[src/rtl/sfu_operand_fifo.sv]
// sfu_operand_fifo
// Operand buffer feeding the SFU controller. Issue logic pushes operands,
// the controller pops one entry per cycle through re_i; the popped operand is
// presented on rd_data one cycle later, qualified by the validi strobe.
// Occupancy is tracked by an explicit counter, which alone decides full/empty;
// the read/write pointers wrap freely at AW bits.
//
// Optional feature macro: SFU_FIFO_ERR_CNT_EN
//   When defined, adds saturating 8-bit counters ovf_cnt (pushes dropped while
//   full) and udf_cnt (pops rejected while empty). When undefined the ports and
//   the counter logic are absent and the core behaviour is unchanged.
module sfu_operand_fifo #(
  parameter int DW    = 32,
  parameter int DEPTH = 8,
  parameter int AW    = 3,
  parameter int AFULL = 6
) (
  input  logic          clk,
  input  logic          rst,
  input  logic          flush,
  input  logic          wr_en,
  input  logic [DW-1:0] wr_data,
  output logic          full,
  output logic          almost_full,
  input  logic          re_i,
  output logic [DW-1:0] rd_data,
  output logic          validi,
  output logic          empty,
  output logic [AW:0]   count
`ifdef SFU_FIFO_ERR_CNT_EN
  ,
  output logic [7:0]    ovf_cnt,
  output logic [7:0]    udf_cnt
`endif
);

  localparam logic [AW:0] DEPTH_C = (AW+1)'(DEPTH);
  localparam logic [AW:0] AFULL_C = (AW+1)'(AFULL);

  logic [DW-1:0] mem [DEPTH];
  logic [AW-1:0] wptr;
  logic [AW-1:0] rptr;
  logic          push_ok;
  logic          pop_ok;
  logic [AW:0]   count_nxt;

  // Accept decisions use the registered flags from before the edge.
  assign push_ok = wr_en && !full;
  assign pop_ok  = re_i && !empty;

  // Next occupancy; flags are derived from this so they match count every cycle.
  always_comb begin
    count_nxt = count;
    case ({push_ok, pop_ok})
      2'b10:   count_nxt = count + 1'b1;
      2'b01:   count_nxt = count - 1'b1;
      default: count_nxt = count;
    endcase
  end

  // Control state: pointers, occupancy, registered flags and the read strobe.
  always_ff @(posedge clk) begin
    if (rst || flush) begin
      wptr        <= '0;
      rptr        <= '0;
      count       <= '0;
      empty       <= 1'b1;
      full        <= 1'b0;
      almost_full <= 1'b0;
      validi      <= 1'b0;
    end else begin
      if (push_ok) wptr <= wptr + 1'b1;
      if (pop_ok)  rptr <= rptr + 1'b1;
      count       <= count_nxt;
      empty       <= (count_nxt == '0);
      full        <= (count_nxt == DEPTH_C);
      almost_full <= (count_nxt >= AFULL_C);
      validi      <= pop_ok;
    end
  end

  // Storage is never reset; only accepted pushes write it.
  always_ff @(posedge clk) begin
    if (!rst && !flush && push_ok) mem[wptr] <= wr_data;
  end

  // Registered read port: cleared by rst, held across flush and rejected pops.
  always_ff @(posedge clk) begin
    if (rst) begin
      rd_data <= '0;
    end else if (!flush && pop_ok) begin
      rd_data <= mem[rptr];
    end
  end

`ifdef SFU_FIFO_ERR_CNT_EN
  function automatic logic [7:0] sat_inc(input logic [7:0] v);
    return (v == 8'hFF) ? v : v + 8'd1;
  endfunction

  // Saturating error counters for dropped pushes and rejected pops.
  always_ff @(posedge clk) begin
    if (rst || flush) begin
      ovf_cnt <= '0;
      udf_cnt <= '0;
    end else begin
      if (wr_en && full) ovf_cnt <= sat_inc(ovf_cnt);
      if (re_i && empty) udf_cnt <= sat_inc(udf_cnt);
    end
  end
`endif

endmodule
[config.mk]
export PLATFORM = sky130hd
export DESIGN_NAME = sfu_operand_fifo
export DESIGN_NICKNAME = d
export VERILOG_FILES = /design/src/rtl/sfu_operand_fifo.sv
export SDC_FILE = /design/constraint.sdc
export NUM_CORES = 1
export LEC_CHECK = 0
export BUFFER_PORTS_ARGS = -buffer_cell sky130_fd_sc_hd__clkbuf_2
export CAP_MARGIN = 10
export CORE_UTILIZATION = 30
export DETAILED_ROUTE_END_ITERATION = 16
export GPL_TIMING_DRIVEN = 0
export SLEW_MARGIN = 20
export SYNTH_ARGS = -nofsm -noshare
export SYNTH_HDL_FRONTEND = slang
export SYNTH_SLANG_ARGS = --single-unit
[constraint.sdc]
create_clock -name clk -period 4.91 [get_ports clk]
set_clock_uncertainty 0.2 [all_clocks]
set_input_delay 0.2455 -clock clk [delete_from_list [all_inputs] [get_ports clk]]
set_output_delay 0.2455 -clock clk [all_outputs]
set_load 0.02 [all_outputs]
==> impl_metrics.sql, run 1 <==
INSERT INTO impl_metrics (metric_group, metric, value, unit) VALUES
('global_routing', 'grt_overflow', '0', ''),
('yosys', 'postSynth.asyncResetShare', '0', '%'),
('worst_setup_path', 'critical_path.reg2reg.startpoint', 'full$_SDFF_PP0_', ''),
('yosys', 'synthesis.nets', '608', ''),
('yosys', 'netlist_area', '0.0115', 'sq mm'),
('power', 'p_leak', '4.61', 'nW'),
('min_path', 'worst_hold_startpoint', 'rst', ''),
('global_routing', 'groute.usage.overall', '12.8', '%'),
('die', 'ioPinCount', '77', ''),
('detailed_routing', 'detail_route.iter0.violations', '367', ''),
('global_routing', 'grt_util_met1', '17.6', '%'),
('yosys', 'post_synth_num_cell_types', '39', ''),
('worst_setup_path', 'timing.critical_path.buf_inv', '3', ''),
('cts', 'cts_htree_levels', '2', ''),
('layout', 'finalNetCount', '766', ''),
('cts', 'clk_latency', '0.51', 'ns'),
('yosys', 'dominantRegCellSynth', 'edfxtp_1', ''),
('timing', 'min_period', '3.01', 'ns'),
('worst_setup_path', 'worst_ep_required_time', '5.12', 'ns'),
('worst_setup_path', 'timing_worst_setup_path_type', 'in -> reg', ''),
('die', 'die_h', '198', 'um'),
('yosys', 'library_cell_with_the_largest_summed_area_after_synthesis', 'edfxtp_1', ''),
('cts', 'numCtsBuffers', '34', ''),
('detailed_routing', 'dr_total_vias', '5781', ''),
('power', 'powerDensity', '389', 'mW/mm^2'),
('global_routing', 'grt_pass1_vias', '6054', ''),
('worst_setup_path', 'worst-endpoint-arrival', '3.22', 'ns'),
('yosys', 'yosysWarningCount', '0', ''),
('yosys', 'synth-edff-count', '256', ''),
('die', 'die-width', '198', 'um'),
('global_routing', 'met2_usage', '20.7', '%'),
('place', 'dp_hpwl', '15700', 'um'),
('run', 'max-cap-violations', '0', ''),
('detailed_routing', 'average_wire_per_standard_cell', '19.7', 'um'),
('timing', 'slew-limit-headroom', '52.2', '%'),
('min_path', 'hold_path.class', 'in -> reg', ''),
('timing', 'finalHoldViolations', '0', ''),
('worst_setup_path', 'worstSetupEndpointType', 'register', ''),
('die', 'fp-row-count', '71', ''),
('detailed_routing', 'drt.antenna.violating_nets', '0', ''),
('power', 'ir_drop', '0.197', 'mV'),
('global_routing', 'wire_length_of_the_first_global_routing_pass', '36800', 'um'),
('yosys', 'top_area_cells_in_the_synthesized_netlist', 'edfxtp_1 (67%), mux4_2 (10%), dfxtp_1 (8.0%)', ''),
('global_routing', 'grt_max_degree', '20', ''),
('cts', 'cts-root-buf', 'clkbuf_16', ''),
('detailed_routing', 'routed_wirelength', '24900', 'um'),
('worst_setup_path', 'reg2reg_setup_slack', '1.96', 'ns'),
('yosys', 'post_synthesis_mean_instance_area', '20.3', 'sq um'),
('timing', 'final-setup-viol-count', '0', ''),
('worst_setup_path', 'critical-path-slowest-cell', 'dlygate4sd3_1', ''),
('timing', 'worst_slew_pin_slew', '0.717', 'ns'),
('die', 'fp.coreArea', '0.0378', 'sq mm'),
('place', 'port-buffer-count', '75', ''),
('outcome', 'outcome', 'completed', ''),
('timing', 'final_min_period_over_clock_period', '61.3', '%'),
('place', 'place_worst_setup_slack', '1.90', 'ns'),
('worst_setup_path', 'r2r_cells', '9', ''),
('yosys', 'ys_seq_elements', '302', ''),
('worst_setup_path', 'crit_path_cell_chain', 'dlygate4sd3_1 -> clkbuf_2 -> nor2b_1 -> inv_1 -> ha_1 -> xor2_1 -> ha_1 -> a21oi_1 -> mux2i_1 -> mux2_2 -> o31ai_1', ''),
('layout', 'drive_gt1_share', '30.1', '%'),
('die', 'initial_utilization', '30.5', '%'),
('layout', 'synthToLayoutAreaGrowth', '23.8', '%'),
('cts', 'cts_tree', 'built', ''),
('timing', 'setup_total_negative_slack', '0', 'ns'),
('place', 'gpl.final_weighted_congestion', '0.726', ''),
('timing', 'final.setup.worst_slack', '1.90', 'ns'),
('detailed_routing', 'drc_errors', '0', ''),
('yosys', 'postSynthCellCount', '566', ''),
('cts', 'cts_buffer_depth', '3', ''),
('worst_setup_path', 'timing.critical_path.fanout_max', '5', ''),
('global_routing', 'grt_use_met3', '2.35', '%');
-- sequential cells by signal (all words and copies together), names as in the netlist --
register,count
rd_data,32
full,1
empty,1
mem,256
almost_full,1
rptr,3
wptr,3
count,4
validi,1
-- cell families after synthesis --
family | after synthesis | share of synthesized area, %
adders and majority gates | 5 | 0.543
AOI/OAI and AO/OA | 43 | 2.66
DFF | 302 | 74.8
xor gates and xnor gates | 7 | 0.533
buffers and inverters | 34 | 2.46
and+or+nand+nor | 75 | 3.01
muxes | 100 | 16.0
-- worst register-to-register path, cell delays in order (launching register included) --
cell and delay (ns):
dfxtp_1 0.31, nor2b_1 0.38, inv_1 0.18, ha_1 0.28, xor2_1 0.18, ha_1 0.19
a21oi_1 0.15, mux2i_1 0.34, mux2_2 0.39, o31ai_1 0.26
-- worst max-delay path by stage --
stage	startpoint	to	slack, ns	depth (start not counted)
floorplan	full$_SDFF_PP0_	mem[1][0]$_DFFE_PP_	1.20	3
global placement	rst	mem[1][30]$_DFFE_PP_	-1.55	4
detailed placement	rst	mem[0][27]$_DFFE_PP_	1.90	7
CTS	wr_en	empty$_SDFF_PP1_	1.89	11
global route	wr_en	empty$_SDFF_PP1_	1.69	11
finish	wr_en	empty$_SDFF_PP1_	1.90	11
-- per-stage QoR --
stage / total power, W / hold WS (ns) / utilization, % / instances / cell area (sq um)
2_1_floorplan: 0.00296 / 0.144 / - / 566 / 11500
3_3_place_gp: 0.00303 / 0.285 / 33.2 / 1152 / 12500
3_5_place_dp: 0.00304 / 0.292 / 33.8 / 1165 / 12800
4_1_cts: 0.00559 / 0.0281 / 37.7 / 1261 / 14300
5_1_grt: 0.00569 / 0.0527 / 37.8 / 1262 / 14300
6_report: 0.00554 / 0.0244 / 37.8 / 1262 / 14300
-- synth_stat cells (2+ instances only) --
cell / number
nor2b_1: 5
buf_2: 12
nor3_1: 2
a21oi_1: 4
nor2_1: 47
mux4_1: 11
nor3b_1: 2
buf_12: 7
xnor2_1: 2
buf_6: 3
dfxtp_1: 46
mux2_2: 2
o21ai_1: 2
inv_1: 2
a211oi_1: 32
nand2_1: 7
mux4_2: 53
ha_1: 5
clkbuf_1: 9
xor2_1: 5
edfxtp_1: 256
nand2b_1: 2
mux2i_1: 34
-- cell usage in the layout, fill, tap and decap left out, drive strengths merged, types with 4 or more instances in the layout --
cell	netlist	layout
xor2	5	5
a21oi	4	4
clkbuf	9	135
dlygate4sd3	0	34
mux2i	34	34
nor2b	6	6
buf	23	36
dfxtp	46	46
a211oi	32	32
nand2	7	7
clkinv	0	6
mux4	64	64
ha	5	5
edfxtp	256	256
nor2	47	47
-- routing by layer --
layer / wire (um) / vias to the layer above
li1: - / 2628
met1: 11600 / 2989
met2: 11700 / 130
met3: 1070 / 34
met4: 540 / 0
met5: 0 / -
-- where the power goes --
part / leakage (nW) / internal (W) / switching [W] / total (W)
sequential: 2.68 / 0.00280 / 0.0000106 / 0.00281
combinational: 1.38 / 0.0000818 / 0.000110 / 0.000192
clock: 0.551 / 0.00155 / 0.000992 / 0.00254
total: 4.61 / 0.00443 / 0.00111 / 0.00554
-- layout make-up --
| cell class | count | area, sq um |
|---|---|---|
| tap | 511 | 639 |
| timing repair buffer | 122 | 907 |
| clock buffer | 51 | 1020 |
| buffer | 32 | 275 |
| sequential | 302 | 8610 |
| inverter | 2 | 7.51 |
| clock inverter | 11 | 116 |
| fill | 3448 | 23500 |
| antenna | 1 | 2.50 |
| multi-input combinational | 230 | 2680 |
-- repair_timing --
| action | 4_1_cts | 5_1_grt |
|---|---|---|
| endpoints found under the setup margin | 0 | 0 |
| endpoints found under the hold margin | 258 | 0 |
| hold buffers | 34 | 0 |
| resized for setup | 0 | 0 |
Note: power is estimated with default switching activity, not from simulation.
==> run 2: changes to the inputs <==
==> constraint.sdc (replaced) <==
create_clock -name clk -period 2.76 [get_ports clk]
set_clock_uncertainty 0.2 [all_clocks]
set_input_delay 0.138 -clock clk [delete_from_list [all_inputs] [get_ports clk]]
set_output_delay 0.138 -clock clk [all_outputs]
set_load 0.02 [all_outputs]
==> run 2 against run 1 <==
Against the previous run: hold slack gained 0.035 ns; register-to-register slack got worse by 1.8 ns; combinational power rose by 78%.
==> impl_metrics.sql, run 2 (same netlist as run 1, synthesis figures left out) <==
INSERT INTO impl_metrics (metric_group, metric, value, unit) VALUES
('power', 'pwr-share-comb', '3.7', '%'),
('worst_setup_path', 'critPathTopFamily', 'simple AND/OR/NAND/NOR gates', ''),
('die', 'ioPinCount', '77', ''),
('cts', 'cts_buffer_depth', '3', ''),
('global_routing', 'wire_length_of_the_first_global_routing_pass', '37400', 'um'),
('worst_setup_path', 'timing.critical_path.fanout_max', '17', ''),
('cts', 'cts-root-buf', 'clkbuf_16', ''),
('detailed_routing', 'drt.antenna.violating_nets', '0', ''),
('timing', 'final_min_period_over_clock_period', '94.6', '%'),
('worst_setup_path', 'crit_path_cell_chain', 'dlygate4sd3_1 -> clkbuf_2 -> or2_1 -> buf_2 -> or3_1 -> nor2_4 -> buf_16', ''),
('power', 'power_switching_share', '19.9', '%'),
('power', 'power.share.clock', '42.4', '%'),
('min_path', 'hold_path.class', 'in -> reg', ''),
('global_routing', 'grt_pass1_vias', '5995', ''),
('die', 'floorplan_die_area', '0.0392', 'sq mm'),
('layout', 'finalInstanceArea', '0.0143', 'sq mm'),
('layout', 'commonest_non_fill_non_tap_cell_in_the_layout', 'edfxtp_1', ''),
('min_path', 'worst_hold_startpoint', 'rst', ''),
('timing', 'slew-limit-headroom', '49.1', '%'),
('detailed_routing', 'drt_pre_antenna_iters', '5', ''),
('die', 'die-width', '198', 'um'),
('layout', 'fill_cell_count', '3460', ''),
('min_path', 'holdPathEnd', 'empty$_SDFF_PP1_', ''),
('layout', 'synthToLayoutAreaGrowth', '23.9', '%'),
('timing', 'worst_hold_slack_after_final_layout', '0.0598', 'ns'),
('worst_setup_path', 'critical_path.reg2reg.startpoint', 'full$_SDFF_PP0_', ''),
('power', 'p_leak', '4.59', 'nW'),
('outcome', 'outcome', 'completed', ''),
('global_routing', 'groute.usage.overall', '12.9', '%'),
('detailed_routing', 'drc_errors', '0', ''),
('power', 'switching_power', '0.00185', 'W'),
('global_routing', 'grt_max_degree', '19', ''),
('worst_setup_path', 'worst-endpoint-arrival', '2.65', 'ns'),
('worst_setup_path', 'critical_path.max_stage_delay', '0.62', 'ns'),
('power', 'ir_drop', '0.447', 'mV'),
('worst_setup_path', 'worst_ep_required_time', '2.80', 'ns'),
('timing', 'maxClockFrequency', '383', 'MHz'),
('detailed_routing', 'average_wire_per_standard_cell', '19.6', 'um'),
('power', 'powerDensity', '651', 'mW/mm^2'),
('place', 'placed_instance_area', '0.0129', 'sq mm'),
('run', 'max-cap-violations', '0', ''),
('cts', 'numCtsBuffers', '30', ''),
('timing', 'worst_slew_pin_slew', '0.764', 'ns'),
('layout', 'drive_gt1_share', '29.7', '%'),
('worst_setup_path', 'regToRegEndpoint', 'empty$_SDFF_PP1_', ''),
('timing', 'finalHoldViolations', '0', ''),
('place', 'gpl.final_weighted_congestion', '0.722', ''),
('detailed_routing', 'dr_total_vias', '5667', ''),
('layout', 'layout_top_registers', 'mem (256), rd_data (32), count (4)', ''),
('worst_setup_path', 'timing.critical_path.buf_inv', '4', ''),
('power', 'power_report.internal_total', '0.00743', 'W'),
('layout', 'layout.cells.most_common_list', 'edfxtp_1 (256), clkbuf_2 (75), mux4_2 (53)', ''),
('detailed_routing', 'detail_route.iter0.violations', '434', ''),
('die', 'fp-row-count', '71', ''),
('global_routing', 'grt_overflow', '0', ''),
('die', 'die_h', '198', 'um'),
('layout', 'largest_register_ff_count', '256', ''),
('detailed_routing', 'ratio_of_routed_vias_to_standard_cells', '4.49', ''),
('power', 'seqPwrFrac', '53.9', '%'),
('worst_setup_path', 'worstSetupStartpointType', 'input port', ''),
('worst_setup_path', 'r2r_cells', '9', ''),
('cts', 'clk_latency', '0.55', 'ns'),
('detailed_routing', 'routed_wirelength', '24700', 'um'),
('timing', 'final-setup-viol-count', '0', ''),
('cts', 'cts_tree', 'built', ''),
('worst_setup_path', 'reg2reg_setup_slack', '0.18', 'ns'),
('die', 'fp.coreArea', '0.0378', 'sq mm'),
('die', 'initial_utilization', '30.5', '%'),
('layout', 'top_register', 'mem', ''),
('place', 'port-buffer-count', '75', ''),
('cts', 'cts.clk_slew.worst_paths', '0.06', 'ns'),
('timing', 'max_slew_violation_count', '0', ''),
('layout', 'fin_cells', '1261', ''),
('global_routing', 'antenna_found_initial', '0', ''),
('layout', 'finalNetCount', '768', ''),
('place', 'dp_hpwl', '16000', 'um'),
('worst_setup_path', 'critical-path-slowest-cell', 'nor2_4', ''),
('place', 'post-place-cells', '1167', ''),
('cts', 'cts_htree_levels', '1', ''),
('worst_setup_path', 'timing_worst_setup_path_type', 'in -> reg', ''),
('worst_setup_path', 'worstSetupEndpointType', 'register', ''),
('layout', 'num_antenna_cells', '0', ''),
('cts', 'cts_sinks', '302', ''),
('min_path', 'min_delay_path_depth', '3', ''),
('timing', 'min_period', '2.61', 'ns'),
('layout', 'fin_util', '37.8', '%');
[run 2: changes by cell type in the layout (fill, tap and decap cells not counted), moves of 2 or more]
| cell | before | now |
|---|---|---|
| buf_16 | 0 | 7 |
| clkinvlp_4 | 2 | 0 |
| buf_12 | 13 | 9 |
| dlygate4sd3_1 | 34 | 36 |
| clkinv_1 | 1 | 4 |
| clkbuf_16 | 37 | 30 |
| buf_8 | 2 | 6 |
| buf_4 | 5 | 3 |
[run 2: layout make-up]
class	count	area [sq um]	share of cell area, %
flip-flops and latches	302	8610	60.4
repair buffers	128	1070	7.53
clock inverters	12	116	0.816
multi-input cells	230	2700	18.9
clock buffers	44	843	5.91
well taps	511	639	4.48
inverters	2	7.51	0.0526
plain buffers	32	275	1.93
[run 2: repair_timing]
action | in CTS | in global routing
buffers inserted | 1 | 1
pin swaps | 1 | 0
gates resized for setup | 1 | 2
endpoints found under the setup margin | 35 | 19
endpoints found under the hold margin | 272 | 0
hold buffers | 36 | 0
[run 2: how the worst max path moves through the flow]
stage | slack [ns] | endpoint | startpoint | cells past startpoint
after floorplan | -0.44 | mem[6][0]$_DFFE_PP_ | full$_SDFF_PP0_ | 4
after global placement | -2.30 | mem[4][31]$_DFFE_PP_ | rst | 5
after detailed placement | -0.25 | mem[0][4]$_DFFE_PP_ | full$_SDFF_PP0_ | 7
after CTS | 0.02 | empty$_SDFF_PP1_ | full$_SDFF_PP0_ | 9
after global routing | -0.003 | empty$_SDFF_PP1_ | full$_SDFF_PP0_ | 9
final | 0.15 | mem[2][28]$_DFFE_PP_ | flush | 7
[run 2: stage by stage]
stage	power, W	worst slack, ns	TNS (ns)
floorplan	0.00526	-0.437	-60.92
global placement	0.00538	-2.30	-495.40
detailed placement	0.00540	-0.255	-3.60
CTS	0.00937	0.0223	0
global route	0.00957	-0.00286	-0.00286
finish	0.00928	0.150	0
[run 2: worst reg2reg max path, stage by stage, from the launching register on]
cell and delay, ns:
dfxtp_1 0.33, nor2b_4 0.18, inv_1 0.11, ha_1 0.26, xor2_1 0.18, ha_1 0.18, a21oi_1 0.17, mux2i_2 0.27
mux2_2 0.38, o31ai_1 0.24
[run 2: per-layer routing]
layer / wire length [um] / global-route usage, % / vias up
met5: 0 / 0 / -
met4: 385 / 2.87 / 0
met3: 1010 / 1.86 / 31
met2: 11900 / 21.5 / 110
met1: 11400 / 17.8 / 2902
li1: - / - / 2624
[run 2: power groups by stage]
stage | registers, W | logic [W] | clock network [W]
2_1_floorplan | 0.00512 | 0.000137 | 0
3_3_place_gp | 0.00510 | 0.000284 | 0
3_5_place_dp | 0.00510 | 0.000302 | 0
4_1_cts | 0.00500 | 0.000349 | 0.00401
5_1_grt | 0.00500 | 0.000378 | 0.00418
6_report | 0.00500 | 0.000342 | 0.00393
==> run 3: changes to the inputs <==
--- a/config.mk
+++ b/config.mk
@@ -7,7 +7,8 @@
 export LEC_CHECK = 0
 export BUFFER_PORTS_ARGS = -buffer_cell sky130_fd_sc_hd__clkbuf_2
 export CAP_MARGIN = 10
-export CORE_UTILIZATION = 30
+export CORE_MARGIN = 2
+export CORE_UTILIZATION = 42
 export DETAILED_ROUTE_END_ITERATION = 16
 export GPL_TIMING_DRIVEN = 0
 export SLEW_MARGIN = 20
==> run 3 against run 2 <==
Against the previous run: sequential power barely moved; count of clock-buffer cells in the layout increased by 1; via count grew 2.6%; wire length shrank 1.2%; clock power hardly changed; critical endpoint is now mem[0][28]$_DFFE_PP_; utilization up 14 points.
==> impl_metrics.sql, run 3 (same netlist as run 1, synthesis figures left out) <==
INSERT INTO impl_metrics (metric_group, metric, value, unit) VALUES
('timing', 'final-setup-viol-count', '0', ''),
('cts', 'cts_htree_levels', '1', ''),
('layout', 'num_antenna_cells', '0', ''),
('worst_setup_path', 'timing_worst_setup_path_type', 'reg -> reg', ''),
('worst_setup_path', 'worst_ep_required_time', '2.81', 'ns'),
('cts', 'cts_tree', 'built', ''),
('worst_setup_path', 'worstSetupStartpointType', 'register', ''),
('timing', 'maxClockFrequency', '384', 'MHz'),
('global_routing', 'groute.usage.overall', '17.2', '%'),
('power', 'ir_drop', '0.424', 'mV'),
('cts', 'cts-root-buf', 'clkbuf_16', ''),
('die', 'initial_utilization', '42.7', '%'),
('layout', 'layout_top_registers', 'mem (256), rd_data (32), count (4)', ''),
('power', 'powerDensity', '665', 'mW/mm^2'),
('global_routing', 'grt_max_degree', '19', ''),
('layout', 'layout.cells.most_common_list', 'edfxtp_1 (256), clkbuf_2 (75), mux4_2 (53)', ''),
('place', 'place_worst_setup_slack', '-0.125', 'ns'),
('place', 'port-buffer-count', '75', ''),
('timing', 'worst_slew_pin_slew', '0.794', 'ns'),
('timing', 'min_period', '2.61', 'ns'),
('timing', 'final_min_period_over_clock_period', '94.4', '%'),
('cts', 'clk_latency', '0.55', 'ns'),
('timing', 'rsz0062_at_grt', 'no', ''),
('cts', 'cts_sinks', '302', ''),
('worst_setup_path', 'timing.critical_path.fanout_max', '10', ''),
('layout', 'fill_cell_count', '2135', ''),
('layout', 'synthToLayoutAreaGrowth', '21.5', '%'),
('outcome', 'outcome', 'completed', ''),
('layout', 'commonest_non_fill_non_tap_cell_in_the_layout', 'edfxtp_1', ''),
('timing', 'final.setup.worst_slack', '0.154', 'ns'),
('cts', 'cts_buffer_depth', '3', ''),
('place', 'dp_hpwl', '15300', 'um'),
('place', 'gpl.final_weighted_congestion', '0.734', ''),
('global_routing', 'wire_length_of_the_first_global_routing_pass', '36900', 'um'),
('worst_setup_path', 'worstSetupEndpointType', 'register', ''),
('layout', 'finalNetCount', '764', ''),
('layout', 'seqCellArea', '0.00861', 'sq mm'),
('min_path', 'hold_path.class', 'in -> reg', ''),
('die', 'fp.coreArea', '0.0270', 'sq mm'),
('die', 'fp-row-count', '60', ''),
('layout', 'fin_util', '51.9', '%'),
('global_routing', 'grt_pass1_vias', '6135', ''),
('timing', 'finalHoldViolations', '0', ''),
('die', 'ioPinCount', '77', ''),
('detailed_routing', 'drt_pre_antenna_iters', '5', ''),
('die', 'floorplan_die_area', '0.0288', 'sq mm'),
('detailed_routing', 'dr_total_vias', '5816', ''),
('die', 'die_h', '170', 'um'),
('detailed_routing', 'average_wire_per_standard_cell', '22.4', 'um'),
('layout', 'largest_register_ff_count', '256', ''),
('worst_setup_path', 'worst-endpoint-arrival', '2.66', 'ns'),
('cts', 'numCtsBuffers', '30', ''),
('detailed_routing', 'detail_route.iter0.violations', '398', ''),
('power', 'p_leak', '4.57', 'nW'),
('detailed_routing', 'drc_errors', '0', ''),
('global_routing', 'grt_overflow', '0', ''),
('layout', 'top_register', 'mem', ''),
('detailed_routing', 'ratio_of_routed_vias_to_standard_cells', '5.35', ''),
('layout', 'multiInputGateArea', '0.00270', 'sq mm'),
('cts', 'cts.clk_slew.worst_paths', '0.07', 'ns'),
('run', 'max-cap-violations', '0', ''),
('global_routing', 'antenna_found_initial', '0', ''),
('detailed_routing', 'routed_wirelength', '24400', 'um'),
('detailed_routing', 'drt.antenna.violating_nets', '0', ''),
('global_routing', 'met2_usage', '29.2', '%'),
('timing', 'max_slew_violation_count', '0', ''),
('global_routing', 'globalRoute.busiestLayer', 'met2', ''),
('timing', 'worst_hold_slack_after_final_layout', '0.0866', 'ns'),
('layout', 'drive_gt1_share', '30.2', '%'),
('global_routing', 'grt_util_met1', '23.4', '%'),
('timing', 'slew-limit-headroom', '47.0', '%'),
('global_routing', 'grt_use_met3', '2.78', '%'),
('die', 'die-width', '170', 'um');
run 3: report_power, final:
part / switching [W] / leakage (nW) / internal [W]
registers: 0.0000206 / 2.68 / 0.00498
clock network: 0.00163 / 0.484 / 0.00233
logic: 0.000193 / 1.40 / 0.000151
run 3: critical path: stages, from the launching register on:
cell	delay (ns)
dfxtp_1	0.34
nor2b_4	0.18
inv_1	0.11
or3_1	0.53
nor3_4	0.55
buf_8	0.25
buf_8	0.16
run 3: cell type report:
class / instances / share of cell area (%)
Sequential cell: 302 / 61.5
Multi-Input combinational cell: 230 / 19.3
Timing Repair Buffer: 124 / 7.14
Clock buffer: 45 / 6.12
Tap cell: 341 / 3.05
Buffer: 32 / 1.97
Clock inverter: 11 / 0.832
Inverter: 2 / 0.0536
run 3: per-stage QoR:
stage	area, sq um	setup TNS [ns]	power, W	instances
floorplan	11500	-60.92	0.00526	566
global placement	12300	-471.86	0.00537	982
detailed placement	12600	-7.24	0.00540	994
CTS	14000	0	0.00939	1086
global route	14000	0	0.00961	1087
finish	14000	0	0.00931	1087
run 3: repair_timing:
action                                  4_1_cts  5_1_grt
endpoints found under the setup margin       53       24
buffers inserted                              0        1
endpoints found under the hold margin       272        0
hold buffers                                 36        0
pin swaps                                     0        0
gates resized for setup                       1        4
run 3: layer usage:
| metal | vias up | part of all wire [%] |
|---|---|---|
| li1 | 2630 | - |
| met1 | 3014 | 44 |
| met2 | 136 | 49 |
| met3 | 36 | 4.8 |
| met4 | 0 | 1.8 |
| met5 | - | 0 |
run 3: worst paths after layout:
kind | to | start | cells past startpoint | slack, ns
setup / recovery | mem[0][28]$_DFFE_PP_ | full$_SDFF_PP0_ | 6 | 0.15
setup reg to reg | mem[0][28]$_DFFE_PP_ | full$_SDFF_PP0_ | 6 | 0.15
hold / removal | empty$_SDFF_PP1_ | rst | 3 | 0.09
hold reg to reg | rd_data[12]$_SDFFE_PP0P_ | rd_data[12]$_SDFFE_PP0P_ | 2 | 0.30
